===== src/rtl/iteration_pixel_writer.sv =====
// Pulls Mandelbrot iteration counts from the rendering engine and writes
// them as RGB332 pixels into a linearly addressed frame buffer.
module iteration_pixel_writer #(
    parameter int HBI       = 32,
    parameter int ADDR_W    = 19,
    parameter int X_SIZE    = 640,
    parameter int Y_SIZE    = 480,
    parameter int BASE_ADDR = 0,
    parameter int MAX_ITER  = 255
) (
    input  logic              CLK,
    input  logic              RST,
    input  logic              frame_req,
    output logic              start_render,
    input  logic [HBI-1:0]    data,
    input  logic              ready,
    input  logic              frame_ready,
    output logic              send_data,
    output logic [ADDR_W-1:0] mem_addr,
    output logic [7:0]        mem_wdata,
    output logic              mem_we,
    input  logic              mem_busy,
    output logic              frame_done,
    output logic              err
);

    localparam int TOTAL = X_SIZE * Y_SIZE;
    localparam int CNT_W = $clog2(TOTAL + 1);

    localparam logic [CNT_W-1:0]  TOTAL_V    = CNT_W'(TOTAL);
    localparam logic [ADDR_W-1:0] BASE_V     = ADDR_W'(BASE_ADDR);
    localparam logic [HBI-1:0]    MAX_ITER_V = HBI'(MAX_ITER);

    typedef enum logic [2:0] {
        S_IDLE,
        S_START,
        S_FETCH,
        S_WRITE,
        S_DONE
    } state_t;

    state_t           state;
    state_t           state_nxt;
    logic [CNT_W-1:0] pix_cnt;
    logic [CNT_W-1:0] cnt_next;
    logic [HBI-1:0]   iter_q;
    logic             err_q;

    logic accept;
    logic fetch_take;
    logic write_done;
    logic last_pixel;
    logic early_eof;

    assign accept     = (state == S_IDLE)  && frame_req;
    assign fetch_take = (state == S_FETCH) && ready && !mem_busy;
    assign write_done = (state == S_WRITE) && !mem_busy;
    assign early_eof  = (state == S_FETCH) && !ready && frame_ready;
    assign cnt_next   = pix_cnt + CNT_W'(1);
    assign last_pixel = (cnt_next == TOTAL_V);

    // NOTE: sequential state uses non-blocking assignments only; reset is
    // synchronous, so it is tested inside the clocked block.
    always_ff @(posedge CLK) begin
        if (RST) begin
            state <= S_IDLE;
        end else begin
            state <= state_nxt;
        end
    end

    // NOTE: state_nxt gets a default first so no path can infer a latch.
    always_comb begin
        state_nxt = state;
        case (state)
            S_IDLE: begin
                if (frame_req) begin
                    state_nxt = S_START;
                end
            end
            S_START: begin
                state_nxt = S_FETCH;
            end
            S_FETCH: begin
                if (ready && !mem_busy) begin
                    state_nxt = S_WRITE;
                end else if (frame_ready && !ready) begin
                    state_nxt = S_DONE;
                end
            end
            S_WRITE: begin
                // The last pixel goes straight to DONE, never consuming an extra sample.
                if (!mem_busy) begin
                    state_nxt = last_pixel ? S_DONE : S_FETCH;
                end
            end
            S_DONE: begin
                state_nxt = S_IDLE;
            end
            default: begin
                state_nxt = S_IDLE;
            end
        endcase
    end

    always_comb begin
        start_render = 1'b0;
        send_data    = 1'b0;
        mem_we       = 1'b0;
        frame_done   = 1'b0;
        case (state)
            S_START: start_render = 1'b1;
            S_FETCH: send_data    = ready && !mem_busy;
            S_WRITE: mem_we       = 1'b1;
            S_DONE:  frame_done   = 1'b1;
            default: ;
        endcase
    end

    always_ff @(posedge CLK) begin
        if (RST) begin
            pix_cnt <= '0;
            iter_q  <= '0;
            err_q   <= 1'b0;
        end else begin
            if (accept) begin
                pix_cnt <= '0;
            end else if (write_done) begin
                pix_cnt <= cnt_next;
            end

            if (fetch_take) begin
                iter_q <= data;
            end

            if (accept) begin
                err_q <= 1'b0;
            end else if (early_eof && (pix_cnt != TOTAL_V)) begin
                err_q <= 1'b1;
            end
        end
    end

    // Address and pixel are pure functions of registered state, so they hold
    // steady for as long as the memory stalls.
    assign mem_addr  = BASE_V + ADDR_W'(pix_cnt);
    assign mem_wdata = (iter_q >= MAX_ITER_V) ? 8'h00
                                              : {iter_q[2:0], iter_q[5:3], iter_q[7:6]};
    assign err       = err_q;

endmodule


===== config.mk =====
export PLATFORM = sky130hd
export DESIGN_NAME = iteration_pixel_writer
export DESIGN_NICKNAME = d
export VERILOG_FILES = /design/src/rtl/iteration_pixel_writer.sv
export SDC_FILE = /design/constraint.sdc
export NUM_CORES = 1
export LEC_CHECK = 0
export BUFFER_PORTS_ARGS = -buffer_cell sky130_fd_sc_hd__buf_2
export CELL_PAD_IN_SITES_DETAIL_PLACEMENT = 0
export CELL_PAD_IN_SITES_GLOBAL_PLACEMENT = 1
export CORE_MARGIN = 10
export CORE_UTILIZATION = 29
export CTS_CLUSTER_DIAMETER = 200
export DETAILED_ROUTE_END_ITERATION = 6
export PLACE_DENSITY = 0.73
export SLEW_MARGIN = 20
export SYNTH_ARGS = -nofsm -noshare
export SYNTH_HDL_FRONTEND = slang
export SYNTH_SLANG_ARGS = --single-unit

===== constraint.sdc =====
create_clock -name CLK -period 6.3 [get_ports CLK]
set_input_delay 0.63 -clock CLK [delete_from_list [all_inputs] [get_ports CLK]]
set_output_delay 0.63 -clock CLK [all_outputs]
set_load 0.02 [all_outputs]

# ---- Word-level counts from Yosys, hierarchy flattened
# Index checks and enable logic that the tools add are counted.
dict set report word_totals {
  reg_bits 55
  latch_bits 0
  ramBits 0
  mem_bits_ro 0
  in_bits 38
  out_inout_bits 32
  elab_cells 40
  memories 0
}
dict set report op_classes {
  add_sub_neg 1
  n_mul 0
  div_mod_pow 0
  magnitude_cmp 1
  n_eq_ne 9
  n_shift 0
  n_mux 11
  n_bitwise 0
  reduce_logical 14
}
# op n
set op_table {}
lappend op_table {{$ge 32x8->1 const B} 1}
lappend op_table {{$add 19x1->19 const B} 1}
lappend op_table {{$eq 19x19->1 const B} 1}
lappend op_table {{$ne 19x19->1 const B} 1}
lappend op_table {{$mux 3} 5}
lappend op_table {{$pmux 3 s4} 1}
lappend op_table {{$logic_and 1x1->1} 9}
lappend op_table {{$mux 8} 1}
lappend op_table {{$eq 3x2->1 const B} 2}
lappend op_table {{$mux 1} 4}
lappend op_table {{$ne 2x2->1 const B} 2}
lappend op_table {{$eq 3x1->1 const B} 1}
lappend op_table {{$eq 3x3->1 const B} 1}
lappend op_table {{$logic_not 3->1} 1}
lappend op_table {{$ne 3x1->1 const B} 1}
lappend op_table {{$reduce_and 3->1} 1}
lappend op_table {{$logic_not 1->1} 2}
lappend op_table {{$reduce_or 2->1} 1}

# ---- Longest topological paths before layout
dict set report depth {
  depth_word 5
  ltp_mapped 8
  mapped_depth_nobuf 7
}

# ---- Least setup slack after synthesis
# OpenSTA, ideal clock, no wires.
dict set report synth_path {
  path_type {input to output}
  from {in mem_busy}
  to {out send_data}
  arrival_ns 1.892
  required_ns 5.670
  path_slack_ns 3.778
  path_stages 6
  n_path_buf 3
  cell_sequence {clkbuf_1 nand2b_1 or3_1 clkbuf_1 inv_1 buf_1}
}
dict set report synth_via {
  elab_chain_len 3
}
# element line_no
set synth_lines {}
lappend synth_lines {{from (decl)} 22} ;# input logic mem_busy,
lappend synth_lines {{$logic_not 1->1} 113} ;# S_FETCH: send_data = ready && !mem_busy;
lappend synth_lines {{$logic_and 1x1->1} 113}
lappend synth_lines {{$mux 1} 111} ;# case (state)
lappend synth_lines {{to (decl)} 18} ;# output logic send_data,
# Every way passes these cells.

# ---- Final worst setup path
dict set report layout_path {
  from {reg state[1]}
  to {out send_data}
}
dict set report layout_via {
  elab_chain_len 2
}
# element line_no
set layout_lines {}
lappend layout_lines {{from (decl)} 42} ;# state_t state;
lappend layout_lines {{from (signal assigned)} 68} ;# state <= state_nxt;
lappend layout_lines {{$eq 3x2->1} 111}
lappend layout_lines {{$mux 1} 111}
# Every way passes these cells.

==> results.toml <==
[placement]
dp_slack_ns = 2.77
place_congestion = 0.835
port_buffers = 69
dpl.hpwl_mm = 5.40
dp.cells = 499

[global_routing]
use_met1 = 0.149
grt_pass1_wl_mm = 11.6
antenna_found_initial = 0
grtUsageMet2 = 0.152
grt_usage = 0.105
use_met3 = 0.0258
grt.overflow.total = 0
gr-max-usage-layer = "met2"
grt_pass1_vias = 2313
grt_max_degree = 38

[floorplanning]
initial_core_util = 0.301
die_area_mm2 = 0.0134
core_mm2 = 0.00885
io_pins = 70
die_x_um = 116
die_h_um = 116
num_rows = 34

[cts]
cts-resized-gates = 0
cts.htree.levels = 2
cts_setup_buffers = 0
cts_sinks = 55
hold_buffers = 0
cts-root-buf = "clkbuf_8"
clk_pin_slew_ns = 0.11
cts_tree = "done"
clk_latency_ns = 0.31
clockBufferDepth = 2
cts-buffers-inserted = 5

[sta]
finalClockSkew_ns = 0.0148
rsz0062_at_grt = "no"
fin_crit_ns = 3.41
drv_slew = 0
fin_setup_tns_ns = 0
hold_viol = 0
setup_viol = 0
max_freq_mhz = 293
min_period_over_period = 0.542
worst_pin_slew_ns = 0.903
setup_ws_ns = 2.89
slew_headroom = 0.397

[pwr]
swShare = 0.257
p_total_w = 0.000609
power_density_mw_per_mm2 = 195
p_leak_nw = 1.19
combinationalPowerShare = 0.081
peakVddDrop_v = 0.0000970
share_seq_of_total_power = 0.588
clkPwrFrac = 0.331
p_sw_w = 0.000156
p_int_w = 0.000452

[drt]
ant_nets = 0
drt_iter0_markers = 159
vias_per_cell = 4.91
via_count = 2489
dr.pass1.iters = 4
drc_errors = 0
drt-total-wl_mm = 7.26
post_drt_wl_per_cell_um = 14.3

[worst_hold_path]
hp-class = "flip-flop to flip-flop"
min_path_cells = 2

[flow_run]
drv_cap = 0

[outcome]
outcome = "completed"

[critical_path]
crit_chain = "nand2b_1 -> or3_2 -> inv_1 -> buf_2"
cpLargestDelayFamily = "buffers and inverters"
reg2reg_slack_ns = 3.44
end_kind = "output pin"
reg2reg_depth = 7
cp-start-kind = "flip-flop"
critPathArrivalTime_ns = 2.78
critPathKind = "flip-flop to output pin"
cpPeakStageDelay_ns = 0.77
slowest_stage = "inv_1"
required_ns = 5.67
crit_fanout = 33
cp.depth = 4
crit_buf_inv = 2

[synth]
ys_ff_latch = 55
yosys.area.top_type = "dfxtp_1"
synth.yosys.warnings = 0
synthTopCellsByArea = "dfxtp_1 41%, nand2_1 11%, a21oi_1 7.7%, xor2_1 3.6%, nor2_1 3.5%"
async_flop_share = 0
synthCells = 348
synth_top_cell_area_share = 0.413
synth_area_per_cell_um2 = 7.67
yosysSeqAreaShare = 0.413
synth_fp_nets = 389
synthDistinctLibCells = 43
synth-edff-count = 0
synth_ff_type = "dfxtp_1"
syn_area_mm2 = 0.00267

[final_layout]
drive_above_1_share = 0.211
antenna_cells = 0
nets = 439
layout.cells.non_filler = 507
area_growth_pct = 17.2
==> path summary, 6_finish.rpt <==
| check | startpoint | to |
|---|---|---|
| max reg2reg | pix_cnt[0] | state[1] |
| min reg2reg | iter_q[26] | iter_q[26] |
| min | iter_q[26] | iter_q[26] |
| max | state[1] | send_data |
==> final cells by class <==
type / instances / area [um^2]
clock buffer: 6 / 72.6
clock inverter: 2 / 16.3
fill: 983 / 5720
inverter: 7 / 26.3
multi-input combinational: 260 / 1430
sequential: 55 / 1100
tap: 108 / 135
timing repair buffer: 69 / 345
==> registers in the layout, indices dropped and copies added, names as in the netlist <==
register  count
err           1
iter_q       32
pix_cnt      19
state         3
==> power by group through the flow <==
stage / Combinational, W / Clock (W) / Sequential (W)
global route: 0.0000561 / 0.000222 / 0.000359
floorplan: 0.0000308 / 0 / 0.000364
finish: 0.0000492 / 0.000201 / 0.000358
detailed placement: 0.0000500 / 0 / 0.000366
global placement: 0.0000494 / 0 / 0.000366
CTS: 0.0000502 / 0.000208 / 0.000358
==> synth_stat cells (2+ instances only) <==
cell	number
nor2_1	25
nor4_1	14
xnor2_1	9
o21ai_0	8
nor3b_1	4
inv_1	7
or2_2	3
buf_4	2
and2_1	8
nor3_1	7
clkbuf_2	2
nand3_1	6
clkbuf_1	15
buf_2	4
o211ai_1	2
xor2_1	11
nand2_1	76
nand4_1	12
a21oi_1	41
buf_1	3
ha_1	3
or3_1	7
dfxtp_1	55
nand3b_1	2
nand2b_1	4
==> tightest hold or removal path: stages, from the launching register on <==
cell     delay, ns
dfxtp_1       0.33
nand2_1       0.05
a21oi_1       0.05
==> cell usage in the layout (no fill, tap or decap), types with 7 or more instances in the layout <==
| cell | synthesis | routed |
|---|---|---|
| inv_1 | 7 | 7 |
| buf_2 | 4 | 69 |
| xor2_1 | 11 | 11 |
| nor3_1 | 7 | 7 |
| nand4_1 | 12 | 12 |
| xnor2_1 | 9 | 9 |
| nor4_1 | 14 | 14 |
| dfxtp_1 | 55 | 55 |
| nand2_1 | 76 | 76 |
| and2_1 | 8 | 8 |
| o21ai_0 | 8 | 8 |
| nor2_1 | 25 | 25 |
| a21oi_1 | 41 | 41 |
==> metal layers <==
metal  wire length, um  vias up
met5                 0        -
met3               335        4
met4                80        0
met1              3630     1150
li1                  -     1290
met2              3210       45
==> cells by family (layout without fill, tap and decap cells) <==
kind of cell,Yosys count,after routing,synth area share
simple gates,177,177,0.329
compound gates,59,59,0.122
flops,55,55,0.413
buf+inv,33,84,0.0521
xor+xnor,20,20,0.0657
fa+ha+maj,3,3,0.0141
mux,1,1,0.00375
==> per-stage QoR <==
stage                     utilization  cell area, um^2  hold WS [ns]
final                           0.353             3130         0.460
after detailed placement        0.343             3040         0.446
after CTS                       0.353             3120         0.463
after global routing            0.353             3130         0.482
after global placement          0.343             3040         0.443
after floorplan                     -             2670         0.436
No activity file was read; power rests on OpenSTA's default activity.
